## config.mk

```make
export PLATFORM = sky130hd
export DESIGN_NAME = alu_issue_ctrl
export DESIGN_NICKNAME = d
export VERILOG_FILES = /design/src/rtl/alu_issue_ctrl.sv
export SDC_FILE = /design/constraint.sdc
export NUM_CORES = 1
export LEC_CHECK = 0
export ABC_AREA = 0
export CAP_MARGIN = 40
export CORE_ASPECT_RATIO = 1.1
export CORE_MARGIN = 4
export CORE_UTILIZATION = 43
export CTS_BUF_LIST = sky130_fd_sc_hd__clkbuf_16
export DETAILED_ROUTE_END_ITERATION = 10
export PLACE_DENSITY = 0.64
export SETUP_SLACK_MARGIN = 0.3
export SLEW_MARGIN = 20
export SYNTH_ARGS = -nofsm -noshare
export SYNTH_HDL_FRONTEND = slang
export SYNTH_SLANG_ARGS = --single-unit
```

## constraint.sdc

```tcl
create_clock -name clk -period 3.45 [get_ports clk]
set_input_delay 0.69 -clock clk [delete_from_list [all_inputs] [get_ports clk]]
set_output_delay 0.69 -clock clk [all_outputs]
set_load 0.05 [all_outputs]
```

## src/rtl/alu_issue_ctrl.sv

```systemverilog
// alu_issue_ctrl: buffers ALU operations in a small FIFO and issues them one at
// a time to an external combinational ALU. Each result is captured and held
// until the downstream side takes it.
// Optional build macro ALU_ISSUE_STATS_EN adds an 8-bit completed-result
// counter on output op_count.
module alu_issue_ctrl #(
    parameter int DEPTH = 4,
    parameter int WIDTH = 4
) (
    input  logic                     clk,
    input  logic                     rst_n,
    input  logic                     in_valid,
    output logic                     in_ready,
    input  logic [WIDTH-1:0]         in_a,
    input  logic [WIDTH-1:0]         in_b,
    input  logic [2:0]               in_f,
    output logic [WIDTH-1:0]         alu_a,
    output logic [WIDTH-1:0]         alu_b,
    output logic [2:0]               alu_f,
    input  logic [WIDTH-1:0]         alu_y,
    output logic                     out_valid,
    input  logic                     out_ready,
    output logic [WIDTH-1:0]         out_y,
    output logic [2:0]               out_f,
    output logic [$clog2(DEPTH):0]   fifo_count
`ifdef ALU_ISSUE_STATS_EN
    ,
    output logic [7:0]               op_count
`endif
);

    localparam int PW = $clog2(DEPTH);
    localparam int CW = PW + 1;
    localparam int EW = 2 * WIDTH + 3;

    typedef enum logic [1:0] {
        IDLE = 2'd0,
        EXEC = 2'd1,
        DONE = 2'd2
    } state_t;

    // FIFO storage: each entry is {f, b, a}
    logic [EW-1:0]    mem_q [DEPTH];
    logic [PW-1:0]    wr_ptr_q, wr_ptr_d;
    logic [PW-1:0]    rd_ptr_q, rd_ptr_d;
    logic [CW-1:0]    count_q, count_d;
    state_t           state_q, state_d;

    logic [WIDTH-1:0] alu_a_q, alu_a_d;
    logic [WIDTH-1:0] alu_b_q, alu_b_d;
    logic [2:0]       alu_f_q, alu_f_d;
    logic             out_valid_q, out_valid_d;
    logic [WIDTH-1:0] out_y_q, out_y_d;
    logic [2:0]       out_f_q, out_f_d;

    logic             push;
    logic             pop;
    logic [EW-1:0]    head;

    // Space check uses only the registered count, so a pop never opens a slot
    // in the same cycle.
    assign in_ready   = (count_q < CW'(DEPTH));
    assign push       = in_valid & in_ready;
    assign head       = mem_q[rd_ptr_q];

    assign alu_a      = alu_a_q;
    assign alu_b      = alu_b_q;
    assign alu_f      = alu_f_q;
    assign out_valid  = out_valid_q;
    assign out_y      = out_y_q;
    assign out_f      = out_f_q;
    assign fifo_count = count_q;

    // FIFO entry write; storage itself needs no reset since pointers gate use
    always_ff @(posedge clk) begin
        if (push) begin
            mem_q[wr_ptr_q] <= {in_f, in_b, in_a};
        end
    end

    // Issue FSM next-state logic; the FSM is the only source of pops
    always_comb begin
        state_d     = state_q;
        pop         = 1'b0;
        out_valid_d = out_valid_q;
        out_y_d     = out_y_q;
        out_f_d     = out_f_q;
        case (state_q)
            IDLE: begin
                if (count_q != '0) begin
                    pop     = 1'b1;
                    state_d = EXEC;
                end
            end
            EXEC: begin
                // ALU has had one full cycle on the registered operands
                out_y_d     = alu_y;
                out_f_d     = alu_f_q;
                out_valid_d = 1'b1;
                state_d     = DONE;
            end
            DONE: begin
                if (out_ready) begin
                    out_valid_d = 1'b0;
                    if (count_q != '0) begin
                        pop     = 1'b1;
                        state_d = EXEC;
                    end else begin
                        state_d = IDLE;
                    end
                end
            end
            default: begin
                state_d = IDLE;
            end
        endcase
    end

    // Operand registers load the FIFO head on a pop and otherwise hold
    always_comb begin
        alu_a_d = alu_a_q;
        alu_b_d = alu_b_q;
        alu_f_d = alu_f_q;
        if (pop) begin
            alu_a_d = head[WIDTH-1:0];
            alu_b_d = head[2*WIDTH-1:WIDTH];
            alu_f_d = head[EW-1:2*WIDTH];
        end
    end

    // Pointer and occupancy bookkeeping; pointers wrap naturally at DEPTH
    always_comb begin
        wr_ptr_d = wr_ptr_q + PW'(push);
        rd_ptr_d = rd_ptr_q + PW'(pop);
        count_d  = count_q + CW'(push) - CW'(pop);
    end

    // Control and datapath registers
    always_ff @(posedge clk or negedge rst_n) begin
        if (!rst_n) begin
            state_q     <= IDLE;
            wr_ptr_q    <= '0;
            rd_ptr_q    <= '0;
            count_q     <= '0;
            alu_a_q     <= '0;
            alu_b_q     <= '0;
            alu_f_q     <= '0;
            out_valid_q <= 1'b0;
            out_y_q     <= '0;
            out_f_q     <= '0;
        end else begin
            state_q     <= state_d;
            wr_ptr_q    <= wr_ptr_d;
            rd_ptr_q    <= rd_ptr_d;
            count_q     <= count_d;
            alu_a_q     <= alu_a_d;
            alu_b_q     <= alu_b_d;
            alu_f_q     <= alu_f_d;
            out_valid_q <= out_valid_d;
            out_y_q     <= out_y_d;
            out_f_q     <= out_f_d;
        end
    end

`ifdef ALU_ISSUE_STATS_EN
    logic [7:0] op_count_q, op_count_d;

    // Completed-result counter, wraps 255 -> 0
    always_comb begin
        op_count_d = op_count_q + 8'(out_valid_q & out_ready);
    end

    // Counter register
    always_ff @(posedge clk or negedge rst_n) begin
        if (!rst_n) begin
            op_count_q <= '0;
        end else begin
            op_count_q <= op_count_d;
        end
    end

    assign op_count = op_count_q;
`endif

endmodule

```

### After elaboration in Yosys (flattened, before gate mapping)

Memories as Yosys holds them, arrays and structs flattened. A register that Yosys moved wholly into a read port is not among the register bits.
Cells that the tools add are included.

* reduce and logical (&&, ||, !) cells: 6
* bitwise gates (word level): 1
* $lt $le $gt $ge: 1
* equality and inequality tests: 4
* multiplexer cells: 11
* add/subtract/negate cells: 4

Operators with widths (count)
* $mux W1: 6
* $pmux W2 S3: 1
* $add A2 B1 Y2: 2
* $mux W2: 2
* $ne A2 B2 Y1 const B: 2
* $pmux W1 S2: 2
* $reduce_and A2 Y1: 2
* $add A3 B1 Y3: 1
* $lt A3 B3 Y1 const B: 1
* $reduce_bool A3 Y1: 1
* $sub A3 B1 Y3: 1
* $eq A2 B1 Y1 const B: 1
* $eq A2 B2 Y1 const B: 1
* $logic_not A2 Y1: 1
* $reduce_bool A2 Y1: 1
* $and A1 B1 Y1: 1
* $logic_not A1 Y1: 1

* bits of input ports: 19
* memories: 1
* bits in registers: 17
* output and inout port bits: 23
* RAM bits: 44
* word-level logic and storage cells: 35

Memory list
* mem_q: words 4, width 11, read ports 1, clocked after Yosys merged registers in 1, wr ports 1, line 43 `logic [EW-1:0] mem_q [DEPTH];`

### Depth between registers and ports, before layout

Gate-level depths: netlist (run 1).

* word-level depth: 5
* gate-level depth with buffers: 8
* gate-level depth less buffers: 7

### Least setup slack after synthesis (run 1)

No wires, ideal clock.

* kind: reg2reg
* start point: register count_q[2], in the netlist fifo_count[2]
* end point: memory mem_q[1][0] (netlist name), enable pin
* buffers on the path: 0
* library setup time: 396 ps
* required time: 3054 ps
* path slack: 896 ps
* period minus slack after synthesis: 2554 ps
* arrival time: 2158 ps
* cell stages (with the launch flop): 4
* cells stage by stage: dfrtp_1 -> inv_1 -> nand2_1 -> nor3b_1

* word-level cells in the longest chain between the ends: 4

RTL lines
* start, declared: line 46 `logic [CW-1:0] count_q, count_d;`
* start signal, assigned: line 155 `count_q <= count_d;`
* $lt A3 B3 Y1: line 62 `assign in_ready = (count_q < CW'(DEPTH));`
* via in_ready: line 13 `output logic in_ready,`
* $and A1 B1 Y1: line 63 `assign push = in_valid & in_ready;`
* $mux W1: line 76 `if (push) begin`
* $mux W1 (implied by the code): line 77 `mem_q[wr_ptr_q] <= {in_f, in_b, in_a};`
* end, declared: line 43

The timed path passes the listed nets, and every way through them passes these cells.

### Final worst setup path (run 1)

* start point: input out_ready
* end point: register count_q[2], in the netlist fifo_count[2]

* word-level cells in the longest chain between the ends: 3

RTL lines
* start, declared: line 22 `input logic out_ready,`
* $mux W1: line 103 `if (out_ready) begin`
* $pmux W1 S2: line 88 `case (state_q)`
* $sub A3 B1 Y3: line 135 `count_d = count_q + CW'(push) - CW'(pop);`
* via count_d[2]: line 46

The timed path passes the listed nets, and every way through them passes these cells.
A chain may end at the register's enable or synchronous reset.

==> results.toml, run 1 <==
[place]
dp_hpwl_mm = 3.10
dp_cells = 272
place_area_um2 = 3290
numPortBuffers = 41
place.gp.congestion = 0.738

[synthesis]
synth_area_leaders = "edfxtp_1 (48%), dfrtp_1 (25%), mux4_2 (6.5%), nand2_1 (3.4%), mux2_4 (3.3%)"
synth-compound-area-share_pct = 0.543
synth_edf_count = 44
synth_top_cell_by_area = "edfxtp_1"
synth_cells = 150
synth_top_area_share_pct = 47.8
synth_most_common_cell = "edfxtp_1"
synthAdderAreaFrac_pct = 1.63
ys_types = 26
synth_mux_area_share_pct = 14.7
syn_area_um2 = 2760
postSynthNetCount = 172
synth_xor_area_share_pct = 1.90
avgSynthCellArea_um2 = 18.4
ys_ff_latch = 72
synthSimpleGateAreaFrac_pct = 6.43
ys_warn_count = 0
synth_common_cells = "edfxtp_1 (44), dfrtp_1 (28), nand2_1 (25)"
yosysSeqAreaShare_pct = 73.2
yosys_most_used_dff = "edfxtp_1"
synth_top_family_by_area = "multiplexers"
async_reset_ff_share_pct = 38.9

[critical_path]
slowest_delay_ps = 490
worstSetupEndpointType = "register"
worstSetupPathType = "input port to register"
crit_family = "adder cells"
cpMostUsedCell = "xnor2_1"
cp_max_fo = 7
rrSetupSlack_ps = 1410
reg2reg_depth = 7
worstPathCellList = "clkdlybuf4s50_1 -> and2b_1 -> nor3_4 -> xnor2_1 -> ha_1 -> fa_1 -> xnor2_1 -> xnor2_1"
r2r-end = "fifo_count[2]"
worst-path-stages = 8
crit_buf_inv = 1
r2r-start = "state_q[1]"
cp_slowest_cell = "clkdlybuf4s50_1"
arrival_ps = 2740
required_ps = 3700
worst_setup_path_start_kind = "input port"

[clocking]
insertion_delay_ps = 330
cts_tree = "yes"
cts_root_buf = "clkbuf_16"
post_cts_resized = 0
clk_pin_slew_ps = 60
cts_made_buffers = 9
post_cts_buffers = 0
h-tree-depth = 3
cts-hold-fix-buffers = 0
clock_path_buffers = 2
cts_sinks = 72

[sta]
finalWorstPathRequiredPeriod_ps = 2480
timing.final.crit_share_pct = 72.0
fin_tns_setup_ps = 0
drv_slew = 0
setup_viol = 0
holdWs_ps = 471
worstMarginPinSlew_ps = 747
rsz0062_at_grt = "no"
relSlewSlack_pct = 50.2
report.final.hold_viol_count = 0
skew_ps = 6.77
fmax_ghz = 0.403

[power]
power_density_nw_per_um2 = 1040
power_mw = 3.67
peakVddDrop_uv = 467
p_leak_nw = 1.38

[finish]
multi_input_area_um2 = 701
finalNonFillerCells = 288
area_delta_synth_final_pct = 28.3
regArea_um2 = 2020
fin_nets = 225
drive_gt1_share_pct = 18.8
final_area_um2 = 3540
fillers = 483
antennaDiodeCount = 0

[detailed_routing]
num_vias = 1432
totalWireLength_mm = 4.59
drt_iter0_markers = 81
vias_per_cell = 4.97
routedWlPerCell_um = 15.9
drc = 0
first_pass_iters = 4
final_antenna_net_count = 0

[grt]
grt_overflow = 0
grt_pass1_vias = 1482
antenna_found_initial = 0
track_usage_pct = 13.0
grt_pass1_wl_mm = 7.56
grt_max_degree = 29

[floorplanning]
die_area_um2 = 7770
rows = 30
die_x_um = 84.4
coreArea_um2 = 6190
io_pins = 42
initial_utilization_pct = 44.6
die-height_um = 92.1

[job]
maxCapViolations = 0

[min_path]
min_from = "out_y[0]"
min_path_type = "register to register"
hold_depth = 2
min_to = "out_y[0]"

[run_status]
status = "finished clean"
-- worst reg2reg max path, stage by stage, from the launching register on --
cell	delay [ps]
dfrtp_1	420
and2b_1	220
nor3_4	290
xnor2_1	140
ha_1	220
fa_1	380
xnor2_1	180
xnor2_1	130
-- cell usage in the layout (no fill, tap or decap), types with 5 or more instances in the layout --
cell / instances
dfrtp_1: 28
inv_1: 7
clkbuf_16: 9
nand2_1: 25
mux2_4: 6
mux2_2: 5
edfxtp_1: 44
mux4_2: 8
clkdlybuf4s50_1: 41
buf_4: 5
-- per-stage QoR --
step,util [%],setup WS [ps]
floorplan,-,896
global placement,53.1,690
detailed placement,53.1,630
CTS,57.2,957
global route,57.2,846
finish,57.2,966
-- where the power goes --
part / internal (mW) / switching [mW] / total, mW
combinational: 0.655 / 0.847 / 1.50
clock: 0.472 / 0.312 / 0.784
sequential: 1.18 / 0.206 / 1.38
total: 2.30 / 1.36 / 3.67
-- logic make-up after synthesis --
family                   count (synthesis)
AO/OA/AOI/OAI                            3
XOR/XNOR                                 6
adder cells (fa/ha/maj)                  3
buffers and inverters                    8
flip-flops                              72
multiplexers                            22
AND/OR/NAND/NOR                         36
-- worst max path at each step --
stage	start	to
floorplan	fifo_count[2]	mem_q[1][0]
global placement	out_ready	fifo_count[2]
detailed placement	out_ready	fifo_count[2]
CTS	out_ready	fifo_count[2]
global route	out_ready	fifo_count[2]
finish	out_ready	fifo_count[2]
-- layer usage --
metal	routed length [µm]	vias up	track usage, %
met3	262	10	4.13
li1	-	669	-
met4	97	0	7.12
met1	2020	714	15.9
met2	2210	39	20.5
met5	0	-	0
-- layout make-up --
class                      instances  share of cell area [%]
inverter                           4                   0.424
sequential                        72                    57.1
clock inverter                     7                   0.918
tap                               80                    2.82
multi-input combinational         70                    19.8
timing repair buffer              46                    12.6
clock buffer                       9                    6.36
-- flip-flops by register name (all words and copies together), names as in the netlist, 2 cells and up --
register and count:
alu_f 3, out_f 3, alu_b 4, state_q 2
wr_ptr_q 2, alu_a 4, mem_q 44, out_y 4
fifo_count 3, rd_ptr_q 2
(Power assumes the default switching activity.)
==> inputs of run 2 (changes only) <==
--- a/config.mk
+++ b/config.mk
@@ -12,7 +12,7 @@
 export CORE_UTILIZATION = 43
 export CTS_BUF_LIST = sky130_fd_sc_hd__clkbuf_16
 export DETAILED_ROUTE_END_ITERATION = 10
-export PLACE_DENSITY = 0.64
+export PLACE_DENSITY = 0.66
 export SETUP_SLACK_MARGIN = 0.3
 export SLEW_MARGIN = 20
 export SYNTH_ARGS = -nofsm -noshare
==> constraint.sdc (replaced) <==
create_clock -name clk -period 2.05 [get_ports clk]
set_input_delay 0.41 -clock clk [delete_from_list [all_inputs] [get_ports clk]]
set_output_delay 0.41 -clock clk [all_outputs]
set_load 0.05 [all_outputs]
==> run 2 against run 1 <==
  * Critical path depth shrank 1
  * Via count rose by 3.6%
  * Worst hold slack got worse by 26 ps
  * Clock power grew 100%
  * Die area stayed put
  * Cell area rose by 6.4%
  * Core utilization rose by 3.6 points
  * Combinational power up 85%
  * Clock skew fell by 2.3 ps
  * Cell count grew 4.5%
  * Flip-flop and latch count did not move
==> results.toml, run 2 (synthesis results as in run 1) <==
[run_status]
status = "finished clean"

[finish]
drive_gt1_share_pct = 31.2
antennaDiodeCount = 0
final_core_utilization_pct = 60.8
largest_register_ffs = 44
area_delta_synth_final_pct = 36.4
largest_register = "mem_q"
fin_nets = 238
mostFrequentLayoutCell = "edfxtp_1"
final_cell_mix = "edfxtp_1 (44), dfrtp_1 (25), nand2_1 (24), dlygate4sd2_1 (22), clkdlybuf4s50_1 (17)"
finalNonFillerCells = 301

[clocking]
clock_path_buffers = 2
cts_tree = "yes"
insertion_delay_ps = 320
cts-hold-fix-buffers = 0
cts_root_buf = "clkbuf_16"
cts_made_buffers = 9
clk_pin_slew_ps = 60
h-tree-depth = 3
cts_sinks = 72

[sta]
skew_ps = 4.52
setup_viol = 0
fmax_ghz = 0.537
relSlewSlack_pct = 62.5
timing.final.crit_share_pct = 90.9
finalWorstPathRequiredPeriod_ps = 1860
drv_slew = 0
rsz0062_at_grt = "yes"
worstMarginPinSlew_ps = 562
report.final.hold_viol_count = 0

[floorplanning]
die-height_um = 92.1
initial_utilization_pct = 44.6
die_area_um2 = 7770
coreArea_um2 = 6190
rows = 30
die_x_um = 84.4
io_pins = 42

[detailed_routing]
final_antenna_net_count = 0
first_pass_iters = 4
vias_per_cell = 4.93
num_vias = 1483
drc = 0
totalWireLength_mm = 4.93
drt_iter0_markers = 58
routedWlPerCell_um = 16.4

[power]
power_density_nw_per_um2 = 1770
peakVddDrop_uv = 931
p_leak_nw = 1.52

[critical_path]
worstPathCellList = "nor3_4 -> nor3_4 -> xnor2_2 -> ha_2 -> fa_2 -> xnor2_2 -> xnor2_1"
reg2reg_depth = 7
slowest_delay_ps = 490
cp_max_fo = 3
arrival_ps = 2070
worst_setup_path_start_kind = "register"
required_ps = 2260
worstSetupEndpointType = "register"
worstSetupPathType = "register to register"
cp_slowest_cell = "dfrtp_4"

[place]
dp_hpwl_mm = 3.43
dp_cells = 277
place.gp.congestion = 0.764
numPortBuffers = 41

[grt]
track_usage_pct = 13.8
grt_pass1_wl_mm = 7.99
grt_overflow = 0
grt_pass1_vias = 1609
antenna_found_initial = 0
grt_max_degree = 20

[min_path]
min_path_type = "input port to asynchronous set/reset pin"

[job]
maxCapViolations = 0
run 2: changes by cell type in the layout (fill, tap and decap cells not counted), moves of 2 or more:
cell,change
dfrtp_2,+2
dfrtp_1,-3
dlygate4sd2_1,+22
xnor2_1,-2
inv_1,-3
buf_4,+11
buf_12,+3
xnor2_2,+2
bufinv_16,+2
clkdlybuf4s50_1,-24
run 2: worst max-delay path, delay by kind of cell, from the launching register on:
kind          cells  cell delay, ps
flops             1             490
fa+ha+maj         2             530
simple gates      2             330
xor+xnor          3             400
run 2: cell type report:
cell class / instances / area (µm²)
clock inverters: 7 / 88.8
multi-input cells: 70 / 753
repair buffers: 59 / 554
fillers: 466 / 2420
inverters: 4 / 18.8
flip-flops and latches: 72 / 2030
well taps: 80 / 100
clock buffers: 9 / 225
run 2: path summary, 6_finish.rpt:
kind / startpoint / slack [ps] / endpoint
max: fifo_count[2] / 190 / fifo_count[2]
min: rst_n / 440 / fifo_count[2]
max reg2reg: fifo_count[2] / 190 / fifo_count[2]
min reg2reg: out_f[0] / 470 / out_f[0]
max in group asynchronous: rst_n / 1110 / out_y[0]
min in group clk: out_f[0] / 470 / out_f[0]
run 2: power breakdown:
part           internal [mW]  switching (mW)  total, mW
clock                   1.05           0.541       1.60
sequential              1.99           0.317       2.31
combinational           1.20            1.58       2.78
total                   4.25            2.44       6.69
run 2: per-layer routing:
metal,vias up,GRT usage (%),part of all wire (%)
met3,10,4.67,5.7
met2,36,22.5,52
met1,744,16.5,41
li1,693,-,-
met5,-,0,0
met4,0,6.33,1.5
run 2: repair_timing:
item	CTS	global route
setup buffers	4	4
endpoints found under the setup margin	32	9
resized for setup	23	2
pin swaps	2	4
run 2: metrics by stage:
stage                     setup TNS (ps)  setup slack (ps)  instance area (µm²)  hold slack (ps)  total power, mW
after floorplan                    -14.9             -14.9                 2830              114             4.27
after global routing                   0               126                 3770              493             7.03
final                                  0               186                 3770              444             6.69
after CTS                              0               148                 3730              460             6.69
after detailed placement           -1620              -401                 3410              470             5.17
after global placement             -1140              -332                 3410              457             5.07
